<file path="config.mk">
export PLATFORM = sky130hd
export DESIGN_NAME = genbus_arbiter
export DESIGN_NICKNAME = d
export VERILOG_FILES = /design/src/rtl/genbus_arbiter.sv
export SDC_FILE = /design/constraint.sdc
export NUM_CORES = 1
export LEC_CHECK = 0
export ABC_AREA = 1
export BUFFER_PORTS_ARGS = -buffer_cell sky130_fd_sc_hd__buf_2
export CAP_MARGIN = 20
export CORE_AREA = 2 2 109 111
export DETAILED_ROUTE_END_ITERATION = 12
export DIE_AREA = 0 0 111 113
export PLACE_DENSITY_LB_ADDON = 0.2
export SLEW_MARGIN = 15
export SYNTH_ARGS = -nofsm -noshare
export SYNTH_HDL_FRONTEND = slang
export SYNTH_SLANG_ARGS = --single-unit
</file>
<file path="constraint.sdc">
create_clock -name clk -period 3.2 [get_ports clk]
set_input_delay 0.16 -clock clk [delete_from_list [all_inputs] [get_ports clk]]
set_output_delay 0.16 -clock clk [all_outputs]
set_load 0.005 [all_outputs]
</file>
<file path="src/rtl/genbus_arbiter.sv">
// Round-robin arbiter that multiplexes NMASTERS masters onto one shared bus.
// Supports lock-held grants, slave wait states and a wait-state timeout abort.
module genbus_arbiter #(
  parameter int NMASTERS = 4,
  parameter int DSIZE    = 2,
  parameter int SSIZE    = DSIZE,
  parameter int ASIZE    = 16,
  parameter int TIMEOUT  = 15
) (
  input  logic                        clk,
  input  logic                        rst,
  input  logic [NMASTERS-1:0]         m_req,
  input  logic [NMASTERS-1:0]         m_lock,
  input  logic [NMASTERS*ASIZE-1:0]   m_adr,
  input  logic [NMASTERS*DSIZE*8-1:0] m_mdata,
  input  logic [NMASTERS*SSIZE-1:0]   m_we,
  input  logic [NMASTERS*SSIZE-1:0]   m_re,
  output logic [NMASTERS*DSIZE*8-1:0] m_sdata,
  output logic [NMASTERS-1:0]         m_ws,
  output logic [NMASTERS-1:0]         m_gnt,
  output logic [ASIZE-1:0]            b_adr,
  output logic [DSIZE*8-1:0]          b_mdata,
  output logic [SSIZE-1:0]            b_we,
  output logic [SSIZE-1:0]            b_re,
  input  logic [DSIZE*8-1:0]          b_sdata,
  input  logic                        b_ws,
  output logic                        err,
  output logic [2:0]                  err_id
);

  localparam int DW = DSIZE * 8;
  localparam int IW = (NMASTERS > 2) ? $clog2(NMASTERS) : 1;

  typedef enum logic {IDLE, ACTIVE} state_t;

  state_t              state, state_nxt;
  logic [NMASTERS-1:0] gnt_nxt;
  logic [IW-1:0]       gidx, gidx_nxt, rr, rr_nxt, win;
  logic [7:0]          wcnt, wcnt_nxt;
  logic                err_nxt;
  logic [2:0]          err_id_nxt;

  logic                sel_req, sel_lock, sel_strb, active;
  logic [ASIZE-1:0]    sel_adr;
  logic [DW-1:0]       sel_mdata;
  logic [SSIZE-1:0]    sel_we, sel_re;
  logic                wait_cyc, tmo, complete;
  logic [IW:0]         pick_idle, pick_rearb;

  // Returns {found, index}: first set bit of req scanning last+1, last+2, ...
  function automatic logic [IW:0] rr_pick(input logic [NMASTERS-1:0] req,
                                          input logic [IW-1:0]       last);
    logic [IW:0]   res;
    logic [IW-1:0] ii;
    res = '0;
    for (int k = NMASTERS; k >= 1; k--) begin
      ii = IW'((int'(last) + k) % NMASTERS);
      if (req[ii]) res = {1'b1, ii};
    end
    return res;
  endfunction

  always_comb begin
    sel_req   = 1'b0;
    sel_lock  = 1'b0;
    sel_adr   = '0;
    sel_mdata = '0;
    sel_we    = '0;
    sel_re    = '0;
    for (int i = 0; i < NMASTERS; i++) begin
      if (gidx == IW'(i)) begin
        sel_req   = m_req[i];
        sel_lock  = m_lock[i];
        sel_adr   = m_adr[i*ASIZE +: ASIZE];
        sel_mdata = m_mdata[i*DW +: DW];
        sel_we    = m_we[i*SSIZE +: SSIZE];
        sel_re    = m_re[i*SSIZE +: SSIZE];
      end
    end
  end

  assign active   = (state == ACTIVE);
  assign sel_strb = (|sel_we) | (|sel_re);
  // Timeout uses the raw strobes so a simultaneous request drop still aborts with err.
  assign wait_cyc = active && sel_strb && b_ws;
  assign tmo      = wait_cyc && (wcnt == 8'(TIMEOUT - 1));
  assign complete = active && sel_req && sel_strb && !b_ws;

  assign pick_idle  = rr_pick(m_req, rr);
  assign pick_rearb = rr_pick(m_req & ~m_gnt, rr);
  assign win        = pick_rearb[IW] ? pick_rearb[IW-1:0] : gidx;

  always_comb begin
    b_adr   = '0;
    b_mdata = '0;
    b_we    = '0;
    b_re    = '0;
    if (active && sel_req) begin
      b_adr   = sel_adr;
      b_mdata = sel_mdata;
      b_we    = sel_we;
      b_re    = sel_re;
    end
    for (int i = 0; i < NMASTERS; i++) begin
      m_sdata[i*DW +: DW] = (active && m_gnt[i]) ? b_sdata : '0;
      m_ws[i]             = (active && m_gnt[i]) ? b_ws : m_req[i];
    end
  end

  always_comb begin
    state_nxt  = state;
    gnt_nxt    = m_gnt;
    gidx_nxt   = gidx;
    rr_nxt     = rr;
    wcnt_nxt   = wcnt;
    err_nxt    = 1'b0;
    err_id_nxt = err_id;
    case (state)
      IDLE: begin
        if (pick_idle[IW]) begin
          state_nxt = ACTIVE;
          gidx_nxt  = pick_idle[IW-1:0];
          rr_nxt    = pick_idle[IW-1:0];
          gnt_nxt   = NMASTERS'(1) << pick_idle[IW-1:0];
          wcnt_nxt  = '0;
        end
      end
      ACTIVE: begin
        if (tmo) begin
          err_nxt    = 1'b1;
          err_id_nxt = 3'(gidx);
          state_nxt  = IDLE;
          gnt_nxt    = '0;
          wcnt_nxt   = '0;
        end else if (!sel_req) begin
          state_nxt = IDLE;
          gnt_nxt   = '0;
          wcnt_nxt  = '0;
        end else if (complete) begin
          wcnt_nxt = '0;
          // The current master re-wins only when nobody else is asking.
          if (!sel_lock) begin
            gidx_nxt = win;
            rr_nxt   = win;
            gnt_nxt  = NMASTERS'(1) << win;
          end
        end else if (wait_cyc) begin
          wcnt_nxt = wcnt + 8'd1;
        end
      end
      default: state_nxt = IDLE;
    endcase
  end

  always_ff @(posedge clk) begin
    if (!rst) begin
      state  <= IDLE;
      m_gnt  <= '0;
      gidx   <= '0;
      rr     <= IW'(NMASTERS - 1);
      wcnt   <= '0;
      err    <= 1'b0;
      err_id <= '0;
    end else begin
      state  <= state_nxt;
      m_gnt  <= gnt_nxt;
      gidx   <= gidx_nxt;
      rr     <= rr_nxt;
      wcnt   <= wcnt_nxt;
      err    <= err_nxt;
      err_id <= err_id_nxt;
    end
  end

endmodule
</file>
Word level (Yosys, flattened, before mapping)
Index checks and enable logic that the tools add are counted.
{ "word_totals": {"register_bits": 20, "latchBits": 0, "ramBits": 0, "mem_bits_ro": 0, "input_bits": 171, "out_inout_bits": 112, "word_cells": 137, "n_memories": 0} }
{ "classes": {"n_addsub": 5, "mul": 0, "div_mod_pow": 0, "order_cmp": 4, "n_eq_ne": 12, "shifts": 2, "mux": 84, "n_bitwise": 4, "reduce_logical": 19} }
{ "ops": {"columns": ["op", "count"], "rows": [
  ["16-bit two-way mux", 14],
  ["8-bit two-way mux", 5],
  ["2-bit two-way mux", 16],
  ["1-bit two-way mux", 24],
  ["3-bit two-way mux", 8],
  ["4-bit two-way mux", 5],
  ["1-bit binary-select mux with 2-bit select", 8],
  ["8-bit one-hot mux with 2 select lines", 1],
  ["2-bit by 3-bit < comparator with 1-bit output, second input constant", 4],
  ["1-bit logical AND", 10],
  ["8-bit by 1-bit adder with 8-bit output, second input constant", 1],
  ["8-bit by 4-bit equality test with 1-bit output, second input constant", 1],
  ["4-bit one-hot mux with 2 select lines", 1],
  ["1-bit by 2-bit << shifter with 4-bit output, first input constant", 2],
  ["2-bit != test, second input constant", 3],
  ["2-bit AND reduction", 3],
  ["5-bit by 2-bit != test with 1-bit output, second input constant", 1],
  ["5-bit AND reduction", 1],
  ["2-bit by 1-bit adder with 2-bit output, second input constant", 2],
  ["2-bit adder, second input constant", 2],
  ["4-bit AND", 1],
  ["2-bit equality test, second input constant", 2],
  ["2-bit by 1-bit != test with 1-bit output, second input constant", 2],
  ["4-bit by 2-bit != test with 1-bit output, second input constant", 1],
  ["other kinds (11)", 12]
]} }

Logic depth before layout (Yosys ltp)
Gate-level depths: netlist (run 1).
{ "depth": {"word_depth": 15, "depth_mapped": 17, "depth_no_buf": 15} }

Worst setup path before layout (run 1)
No wires, ideal clock.
{ "synth_timing": {"path_type": "register to register", "start": "register rr[0]", "end": "register wcnt[5]", "setup_ns": 0.113, "arrival_ns": 1.661, "required_ns": 3.087, "path_slack_ns": 1.426, "stages_incl_launch_ff": 16, "n_path_buf": 3, "synth_period_minus_slack_ns": 1.774, "cell_sequence": "dfxtp_1 > buf_6 > inv_2 > buf_4 > o21ai_1 > nand2_1 > nand2_1 > nor3_1 > inv_2 > nand2_4 > inv_2 > buf_6 > nand2_1 > nand2_1 > nand2_1 > nor2_1"} }
{ "synth_between": {"elab_chain_cells": 9, "word_cells_on_any_way": 18, "classes_between": "add/sub (4); eq/ne (1); mux (12); reduce/logical (1)"} }
{ "synth_rtl": {"columns": ["item", "line_no", "text"], "rows": [
  ["start: declaration", "38", "logic [IW-1:0] gidx, gidx_nxt, rr, rr_nxt, win;"],
  ["start signal: assignment", "160", "rr <= IW'(NMASTERS - 1);"],
  ["start signal: assignment", "168", "rr <= rr_nxt;"],
  ["2-bit by 1-bit adder with 2-bit output", "57", "ii = IW'((int'(last) + k) % NMASTERS);"],
  ["1-bit binary-select mux with 2-bit select", "58", "if (req[ii]) res = {1'b1, ii};"],
  ["1-bit two-way mux (implied by the code)", "58", null],
  ["3-bit two-way mux (3 in series)", "58", null],
  ["3-bit two-way mux (*)", "58", null],
  ["2-bit != test (no source line) (*)", null, null],
  ["2-bit AND reduction (no source line) (*)", null, null],
  ["end signal: assignment", "169", "wcnt <= wcnt_nxt;"],
  ["end: declaration", "39", "logic [7:0] wcnt, wcnt_nxt;"]
]} }
Mark *: on every way between the ends. The rest lies on a longest branch, timed or not. The select of a mux whose other input is x is not followed.
A chain may end at the register's enable or synchronous reset.

Worst setup path in the final report (run 1)
{ "layout_timing": {"start": "register gidx[0]", "end": "output port b_mdata[11]"} }
{ "layout_between": {"elab_chain_cells": 7, "word_cells_on_any_way": 14, "classes_between": "eq/ne (3); mux (9); reduce/logical (2)"} }
{ "layout_rtl": {"columns": ["item", "line_no", "text"], "rows": [
  ["start: declaration", "38", null],
  ["start signal: assignment", "167", "gidx <= gidx_nxt;"],
  ["2-bit zero test", "71", "if (gidx == IW'(i)) begin"],
  ["1-bit two-way mux (4 in series)", "71", null],
  ["1-bit logical AND", "98", "if (active && sel_req) begin"],
  ["16-bit two-way mux (*)", "98", null],
  ["end: declaration", "22", "output logic [DSIZE*8-1:0] b_mdata,"]
]} }
Mark *: on every way between the ends. The rest lies on a longest branch, timed or not.

==> flow_summary.json, run 1 <==
{
  "status": "completed",
  "track_usage_pct": 21.03,
  "final_common_cell": "buf_2",
  "met3_length_mm": 1.245,
  "async_flop_share_pct": 0,
  "critPathSlowestCell": "a221oi_1",
  "place.gp.congestion": 0.9268,
  "p_per_area_nw_per_um2": 628.4,
  "port_buffers": 281,
  "numCtsBuffers": 3,
  "power_mw": 2.875,
  "final_cell_mix": "281 x buf_2, 147 x nor2_1, 130 x nand2_1",
  "min_period_ps": 2538,
  "fp-row-count": 39,
  "hold_slack_ps": 225.2,
  "dp.cells": 972,
  "synth_seq_cells": 20,
  "fin_tns_setup_ps": 0,
  "post-route-period-util_pct": 79.31,
  "dp_hpwl_mm": 11.57,
  "r2r-start": "rr[0]",
  "skew_ps": 2.832,
  "first_global_vias": 4418,
  "antenna_left": 0,
  "antenna_found_initial": 0,
  "cp_data_required_time_ps": 3040,
  "critical_path_class": "register to output pin",
  "seqPwrFrac_pct": 13.1,
  "drv_slew": 0,
  "cts_buffer_depth": 2,
  "clock-sinks": 20,
  "crit_path_frequent_cell": "buf_4",
  "post_cts.repair.setup_buffers": 0,
  "syn_area_um2": 3030,
  "drv_cap": 0,
  "grt_max_degree": 42,
  "worst_ir_drop_vdd_mv": 0.2988,
  "switching_share_pct": 55.01,
  "cp_max_fo": 41,
  "reg2reg_depth": 12,
  "start_util_pct": 26.88,
  "vias": 4665,
  "drt_wl_total_mm": 13.98,
  "postCtsHoldBufs": 0,
  "end_kind": "output pin",
  "syn_nets": 746,
  "nFillCells": 1256,
  "htreeDepth": 1,
  "wl_met2_mm": 6.720,
  "nNetsFinal": 1007,
  "top_layer": "met4",
  "cts_resized": 0,
  "boundaryPins": 283,
  "p_comb_share_pct": 77.9,
  "drc_errors": 0,
  "clk_pin_slew_ps": 60,
  "max_freq_mhz": 394.0,
  "avgSynthCellArea_um2": 5.289,
  "drt-met1-wl_mm": 5.763,
  "syn_inst": 573,
  "yosys_most_used_dff": "dfxtp_1",
  "first_pass_iters": 5,
  "setup_violations": 0,
  "grt_remaining_overflow": 0,
  "drive_above_1_share_pct": 37.86,
  "die_h_um": 113,
  "wl_per_cell_um": 14.34,
  "synth_largest_area_cell": "nor2_1",
  "worstSetupStartpointType": "register",
  "clk_latency_ps": 250,
  "core_um2": 11270,
  "slew_headroom_pct": 57.41,
  "die-area_um2": 12540,
  "synthToLayoutAreaGrowth_pct": 50.95,
  "cts_tree": "yes",
  "synth-edff-count": 0,
  "antenna-diode-count": 0,
  "grt_pass1_wl_mm": 21.92,
  "worstPathArrival_ps": 2380,
  "reg2reg_slack_ps": 810,
  "root_buffer": "clkbuf_16",
  "tightest_slew_ps": 637.3,
  "yosysSeqAreaShare_pct": 13.21,
  "ys_warn_count": 0,
  "synth_cell_types": 37,
  "hp-class": "input pin to register",
  "timing.rr.end": "wcnt[0]",
  "leakage_nw": 2.700,
  "cpPeakStageDelay_ps": 430,
  "ys_top_cells_by_area": "nor2_1 18%, nand2_1 16%, dfxtp_1 13%",
  "vias_per_cell": 4.785,
  "clkPwrFrac_pct": 9.0,
  "rsz0062_at_grt": "no",
  "power.internal_mw": 1.293,
  "die_x_um": 111,
  "switching_power_mw": 1.581,
  "min_path_cells": 3,
  "hold_violations": 0,
  "final_cells": 975,
  "synth.top_cell.area_share_pct": 18.21,
  "hold_end": "m_gnt[0]",
  "hold_path_startpoint": "rst",
  "worstPathCellList": "buf_4 -> nand2_2 -> clkinv_1 -> buf_4 -> a221oi_1 -> a211oi_1 -> buf_2",
  "drt-initial-drc-count": 312
}
## Yosys cell counts, types with 3 or more instances
master	number
nand3_2	3
o221ai_1	9
inv_1	53
nand2_1	130
nor2_2	3
buf_1	5
a21oi_1	27
nand3_1	34
or2_1	4
buf_4	4
dfxtp_1	20
o22ai_1	6
nand4_1	8
o21ai_0	22
buf_6	4
nand2_2	6
o21ai_1	4
inv_2	5
a211oi_1	16
nor3_1	8
a221oi_1	17
xor2_1	4
nor2_1	147
clkbuf_1	16
## power by group through the flow
stage                     logic (mW)  registers, mW  clock network (mW)
final                           2.24          0.375               0.260
after global routing            2.55          0.384               0.276
after CTS                       2.25          0.374               0.265
after detailed placement        2.24          0.379                   0
after global placement          2.26          0.378                   0
after floorplan                 1.60          0.338                   0
## stage by stage
stage,utilization (%),instance area (um^2),setup slack [ps]
floorplan,-,3030,1426
global placement,39.92,4499,880.5
detailed placement,39.92,4499,806.3
CTS,40.58,4574,691.1
global route,40.58,4574,416.3
finish,40.58,4574,662.0
## critical path, delay by kind of cell (launching register included)
family,cells,cell delay [ps]
AO/OA/AOI/OAI,2,580
buffers and inverters,4,790
flip-flops,1,310
AND/OR/NAND/NOR,1,410
## sequential cells by signal, indices dropped and copies added, names as in the netlist
register / count
gidx: 2
m_gnt: 4
active: 1
err: 1
rr: 2
wcnt: 8
err_id: 2
## how the worst max path moves through the flow
stage	cells after the start	from	endpoint
3_3_place_gp	12	rr[0]	wcnt[3]
4_1_cts	7	gidx[0]	b_mdata[10]
3_5_place_dp	12	rr[0]	wcnt[3]
6_report	7	gidx[0]	b_mdata[11]
2_1_floorplan	15	rr[0]	wcnt[5]
5_1_grt	12	rr[0]	wcnt[2]
## metal layers
layer	track usage, %	vias up
met5	0	-
met4	3.750	0
met3	4.553	20
met2	38.08	249
met1	25.97	1999
li1	-	2397
## logic make-up after synthesis
group / Yosys count / synth area share, %
flip-flops: 20 / 13.21
XOR/XNOR: 5 / 1.445
AO/OA/AOI/OAI: 105 / 22.83
other: 1 / 0.1237
adder cells (fa/ha/maj): 2 / 0.8256
buffers and inverters: 92 / 13.01
AND/OR/NAND/NOR: 348 / 48.56
## layout make-up
| cell class | count | area (um^2) | share of cell area [%] |
|---|---|---|---|
| tap | 143 | 178.9 | 3.911 |
| timing repair buffer | 288 | 1459 | 31.89 |
| clock buffer | 3 | 75.07 | 1.641 |
| multi-input combinational | 461 | 2236 | 48.88 |
| sequential | 20 | 400.4 | 8.753 |
| inverter | 60 | 225.2 | 4.923 |
(Power assumes the default switching activity.)
==> run 2, diff against run 1 <==
--- a/config.mk
+++ b/config.mk
@@ -8,9 +8,9 @@
 export ABC_AREA = 1
 export BUFFER_PORTS_ARGS = -buffer_cell sky130_fd_sc_hd__buf_2
 export CAP_MARGIN = 20
-export CORE_AREA = 2 2 109 111
+export CORE_AREA = 2 2 110 112
 export DETAILED_ROUTE_END_ITERATION = 12
-export DIE_AREA = 0 0 111 113
+export DIE_AREA = 0 0 112 114
 export PLACE_DENSITY_LB_ADDON = 0.2
 export SLEW_MARGIN = 15
 export SYNTH_ARGS = -nofsm -noshare
==> constraint.sdc (replaced) <==
create_clock -name clk -period 2.2 [get_ports clk]
set_input_delay 0.11 -clock clk [delete_from_list [all_inputs] [get_ports clk]]
set_output_delay 0.11 -clock clk [all_outputs]
set_load 0.005 [all_outputs]
==> run 2 against run 1 <==
Die area increased by 1.8%. Register-to-register slack got worse by 600 ps. Worst setup slack worse by 570 ps. Worst hold slack worse by 40 ps. Count of clock-buffer cells in the layout unchanged. Critical path depth up 1. Cell count grew 1.4%. Sequential power grew 47%. Global-route usage shrank 0.75 points. First-iteration DRC count fell by 21%. Sequential share of layout area is 0.17 points lower. Clock power rose by 45%.
==> flow_summary.json, run 2 (synthesis gave the netlist of run 1 again) <==
{
  "wl_per_cell_um": 14.17,
  "root_buffer": "clkbuf_16",
  "grt_max_degree": 42,
  "antenna-diode-count": 0,
  "hold_violations": 0,
  "leakage_nw": 2.763,
  "reg.largest.list": "wcnt: 8 flops, m_gnt: 4 flops",
  "drv_cap": 0,
  "largest_register_ffs": 8,
  "nNetsFinal": 1017,
  "first_pass_iters": 5,
  "drc_errors": 0,
  "final_common_cell": "buf_2",
  "port_buffers": 281,
  "post-route-period-util_pct": 96.02,
  "htreeDepth": 1,
  "die-area_um2": 12770,
  "rsz0062_at_grt": "yes",
  "status": "completed",
  "numCtsBuffers": 3,
  "slew_headroom_pct": 57.33,
  "core_um2": 11710,
  "drv_slew": 0,
  "grt_remaining_overflow": 0,
  "min_period_ps": 2112,
  "cts_tree": "yes",
  "clk_pin_slew_ps": 60,
  "drt-initial-drc-count": 245,
  "fp-row-count": 40,
  "setup_violations": 0,
  "dp_hpwl_mm": 11.70,
  "grt_pass1_wl_mm": 21.31,
  "first_global_vias": 4253,
  "place.gp.congestion": 0.7959,
  "max_freq_mhz": 473.4,
  "dpl_cell_area_um2": 4579,
  "synthToLayoutAreaGrowth_pct": 55.45,
  "finish.instance_area_um2": 4711,
  "start_util_pct": 25.88,
  "post_cts.repair.setup_buffers": 0,
  "track_usage_pct": 20.27,
  "fin_tns_setup_ps": 0,
  "power_mw": 4.362,
  "end_kind": "output pin",
  "final_cell_mix": "281 x buf_2, 147 x nor2_1, 130 x nand2_1",
  "skew_ps": 10.39,
  "vias_per_cell": 4.764,
  "clock-sinks": 20,
  "worst_ir_drop_vdd_mv": 0.4614,
  "drt_wl_total_mm": 14.01,
  "hp-class": "input pin to register",
  "tightest_slew_ps": 638.5,
  "drive_above_1_share_pct": 39.79,
  "vias": 4712,
  "boundaryPins": 283,
  "cp_max_fo": 35,
  "die_h_um": 114,
  "cp_data_required_time_ps": 2090,
  "regMostFlops": "wcnt",
  "critical_path_class": "register to output pin",
  "cts_buffer_depth": 2,
  "die_x_um": 112,
  "worstPathArrival_ps": 2000,
  "antenna_left": 0,
  "clk_latency_ps": 260,
  "antenna_found_initial": 0,
  "worstSetupStartpointType": "register",
  "p_per_area_nw_per_um2": 926.0
}
==> run 2: repair_timing <==
action | in CTS | in global routing
hold endpoints to repair | 0 | 0
pin swaps | 0 | 0
setup endpoints to repair | 7 | 42
resized for setup | 3 | 14
hold buffers | 0 | 0
==> run 2: power breakdown <==
group / internal, mW / switching (mW)
registers: 0.440 / 0.113
logic: 1.32 / 2.11
clock network: 0.240 / 0.136
total: 2.00 / 2.36
==> run 2: layout make-up <==
cell class	instances	area [um^2]
Inverter	60	227.7
Fill cell	1331	7000
Tap cell	147	183.9
Multi-Input combinational cell	461	2273
Clock buffer	3	75.07
Sequential cell	20	404.1
Timing Repair Buffer	298	1546
==> run 2: layer usage <==
metal	vias up	routed length, um	global-route usage [%]
met5	-	0	0
met4	0	132	3.089
met3	11	1141	3.348
met2	235	7011	36.93
met1	2047	5725	25.74
li1	2419	-	-
==> run 2: path summary, 6_finish.rpt <==
kind,startpoint,to,slack [ps],cells past startpoint
setup / recovery,gidx[0],b_mdata[13],90,8
hold / removal,rst,m_gnt[3],190,3
setup reg to reg,gidx[0],wcnt[3],210,12
hold reg to reg,wcnt[2],wcnt[2],500,2
==> run 2: worst max-delay path: stages, from the launching register on <==
cell and delay, ps:
dfxtp_2 370, buf_4 190, o21ai_0 160, nand3_1 100, nand2_2 130, nand2_1 150, buf_12 210, a211oi_1 260
buf_2 160
==> run 2: metrics by stage <==
| step | util (%) | setup WS (ps) | std cells | hold slack, ps |
|---|---|---|---|---|
| after CTS | 39.86 | 22.62 | 989 | 178.2 |
| after global routing | 40.22 | -16.30 | 989 | 181.6 |
| after detailed placement | 39.10 | 127.6 | 986 | 440.1 |
| final | 40.22 | 87.59 | 989 | 185.0 |
| after global placement | 39.10 | 103.7 | 986 | 436.4 |
| after floorplan | - | 426.5 | 573 | 235.8 |
==> run 3, diff against run 2 <==
==> constraint.sdc (replaced) <==
create_clock -name clk -period 2.2 [get_ports clk]
set_input_delay 0.44 -clock clk [delete_from_list [all_inputs] [get_ports clk]]
set_output_delay 0.44 -clock clk [all_outputs]
set_load 0.005 [all_outputs]
==> run 3 against run 2 <==
The flow now finishes with violations (setup timing). First-iteration DRC count is 2.0% lower. Design area is 13% higher. Routed wire length is 5.4% higher. Worst setup slack worse by 140 ps. Clock skew is 1.4 ps higher. Die area stayed put. Via count is 4.1% higher. Critical path depth is 1 higher. Worst hold slack better by 310 ps. Total power is 23% higher. Cell count is 3.7% higher. Combinational power is 25% higher. Critical path type unchanged. Highest routed layer unchanged.
==> flow_summary.json, run 3 (synthesis gave the netlist of run 1 again) <==
{
  "rsz0062_at_grt": "yes",
  "final_cell_mix": "281 x buf_2, 144 x nor2_1, 127 x nand2_1",
  "first_pass_iters": 5,
  "critical_path_class": "register to output pin",
  "numCtsBuffers": 3,
  "drt-initial-drc-count": 240,
  "hp-class": "register to register",
  "dp_hpwl_mm": 11.80,
  "place.gp.congestion": 0.8434,
  "grt_max_degree": 23,
  "clk_latency_ps": 260,
  "hold_violations": 0,
  "cp_max_fo": 5,
  "track_usage_pct": 20.53,
  "start_util_pct": 25.88,
  "nFillCells": 1292,
  "hold_end": "wcnt[2]",
  "port_buffers": 281,
  "grt_pass1_wl_mm": 21.58,
  "htreeDepth": 1,
  "drv_slew": 0,
  "wl_per_cell_um": 14.39,
  "boundaryPins": 283,
  "end_kind": "output pin",
  "crit_family": "buffers and inverters",
  "vias_per_cell": 4.781,
  "first_global_vias": 4387,
  "grt_remaining_overflow": 0,
  "cts_buffer_depth": 2,
  "final_common_cell": "buf_2",
  "reg.largest.list": "wcnt: 8 flops, m_gnt: 4 flops",
  "worst_ir_drop_vdd_mv": 0.5186,
  "reg2reg_slack_ps": 210,
  "timing.rr.end": "m_gnt[2]",
  "violations": "setup timing",
  "status": "finished with violations",
  "die-area_um2": 12770,
  "die_x_um": 112,
  "hold_path_startpoint": "wcnt[2]",
  "min_path_cells": 2,
  "reg2reg_depth": 16,
  "drc_errors": 0,
  "core_um2": 11710,
  "clock-sinks": 20,
  "cpPeakStageDelay_ps": 370,
  "skew_ps": 11.82,
  "p_per_area_nw_per_um2": 1008,
  "antenna_found_initial": 2,
  "setup_violations": 7,
  "worstPathArrival_ps": 1810,
  "max_freq_mhz": 443.5,
  "r2r-start": "gidx[1]",
  "die_h_um": 114,
  "register_area_um2": 407.9,
  "fin_tns_setup_ps": -107.6,
  "multi_input_area_um2": 2494,
  "synthToLayoutAreaGrowth_pct": 76.14,
  "leakage_nw": 3.031,
  "power_mw": 5.379,
  "pre_cts_slack_ps": 43.55,
  "dp.cells": 1006,
  "largest_register_ffs": 8,
  "critPathSlowestCell": "dfxtp_4",
  "cp_data_required_time_ps": 1760,
  "path_buf_inv": 4,
  "worst_slack_ps": -54.60,
  "vias": 4905,
  "regMostFlops": "wcnt",
  "drive_above_1_share_pct": 45.95,
  "fp-row-count": 40,
  "nNetsFinal": 1051,
  "cts_tree": "yes",
  "min_period_ps": 2255,
  "drt_wl_total_mm": 14.77,
  "antenna_left": 0,
  "hold_slack_ps": 496.8,
  "root_buffer": "clkbuf_16",
  "drv_cap": 0,
  "postCtsHoldBufs": 0,
  "worstPathCellList": "buf_6 -> o21ai_2 -> nand3_2 -> nand2_4 -> nand2_8 -> buf_12 -> buf_16 -> a211oi_2 -> buf_2",
  "clk_pin_slew_ps": 70,
  "post-route-period-util_pct": 102.5,
  "final_cells": 1026,
  "worstSetupStartpointType": "register"
}
[run 3: repair_timing]
action,in CTS,in global routing
setup endpoints to repair,36,50
setup buffers,6,4
pin swaps,1,12
resized for setup,29,41
gates cloned,4,0
[run 3: area by class of cell]
class	count	share of cell area (%)
diodes	2	0.09376
clock buffers	3	1.406
flip-flops and latches	20	7.642
repair buffers	331	35.63
repair inverters	1	0.09376
inverters	60	4.407
multi-input cells	461	46.72
clock inverters	1	0.5626
well taps	147	3.446
[run 3: worst max-delay path by stage]
stage                     cells after the start  startpoint          end  slack, ps
after floorplan                               8    m_req[2]  b_mdata[10]        260
after global placement                        6     gidx[0]   b_mdata[6]         80
after detailed placement                      9    m_req[2]   b_mdata[6]         40
after CTS                                     9     gidx[0]   b_mdata[9]        -40
after global routing                          9     gidx[1]   b_mdata[4]       -130
final                                         9     gidx[0]   b_mdata[4]        -50
[run 3: worst register-to-register path, stage by stage (launching register included)]
cell,delay [ps]
dfxtp_2,350
buf_6,140
nor2_4,130
buf_6,140
buf_4,130
nand2_1,50
nand3_1,80
nand2_1,90
nand2_2,100
nor2_4,50
nor2_4,170
nor2_8,50
nand2_4,110
nand3_2,110
nand2_1,80
nand2_1,60
nor2_2,100
[run 3: report_power, final]
part | internal (mW) | leakage [nW] | switching (mW)
clock | 0.361 | 0.0511 | 0.153
sequential | 0.444 | 0.164 | 0.118
combinational | 1.88 | 2.82 | 2.42
total | 2.69 | 3.03 | 2.69
[run 3: per-stage QoR]
stage          instance area [um^2]  util (%)
2_1_floorplan                  3030         -
3_3_place_gp                   4742     40.49
3_5_place_dp                   4742     40.49
4_1_cts                        5105     43.59
5_1_grt                        5335     45.56
6_report                       5338     45.58
[run 3: routing by layer]
metal  share of wire [%]  vias to the layer above  global-route usage (%)
met2                  50                      236                   37.66
met4                 2.0                        0                   4.390
met5                   0                        -                       0
met1                  40                     2154                   25.35
li1                    -                     2495                       -
met3                 7.8                       20                   3.401
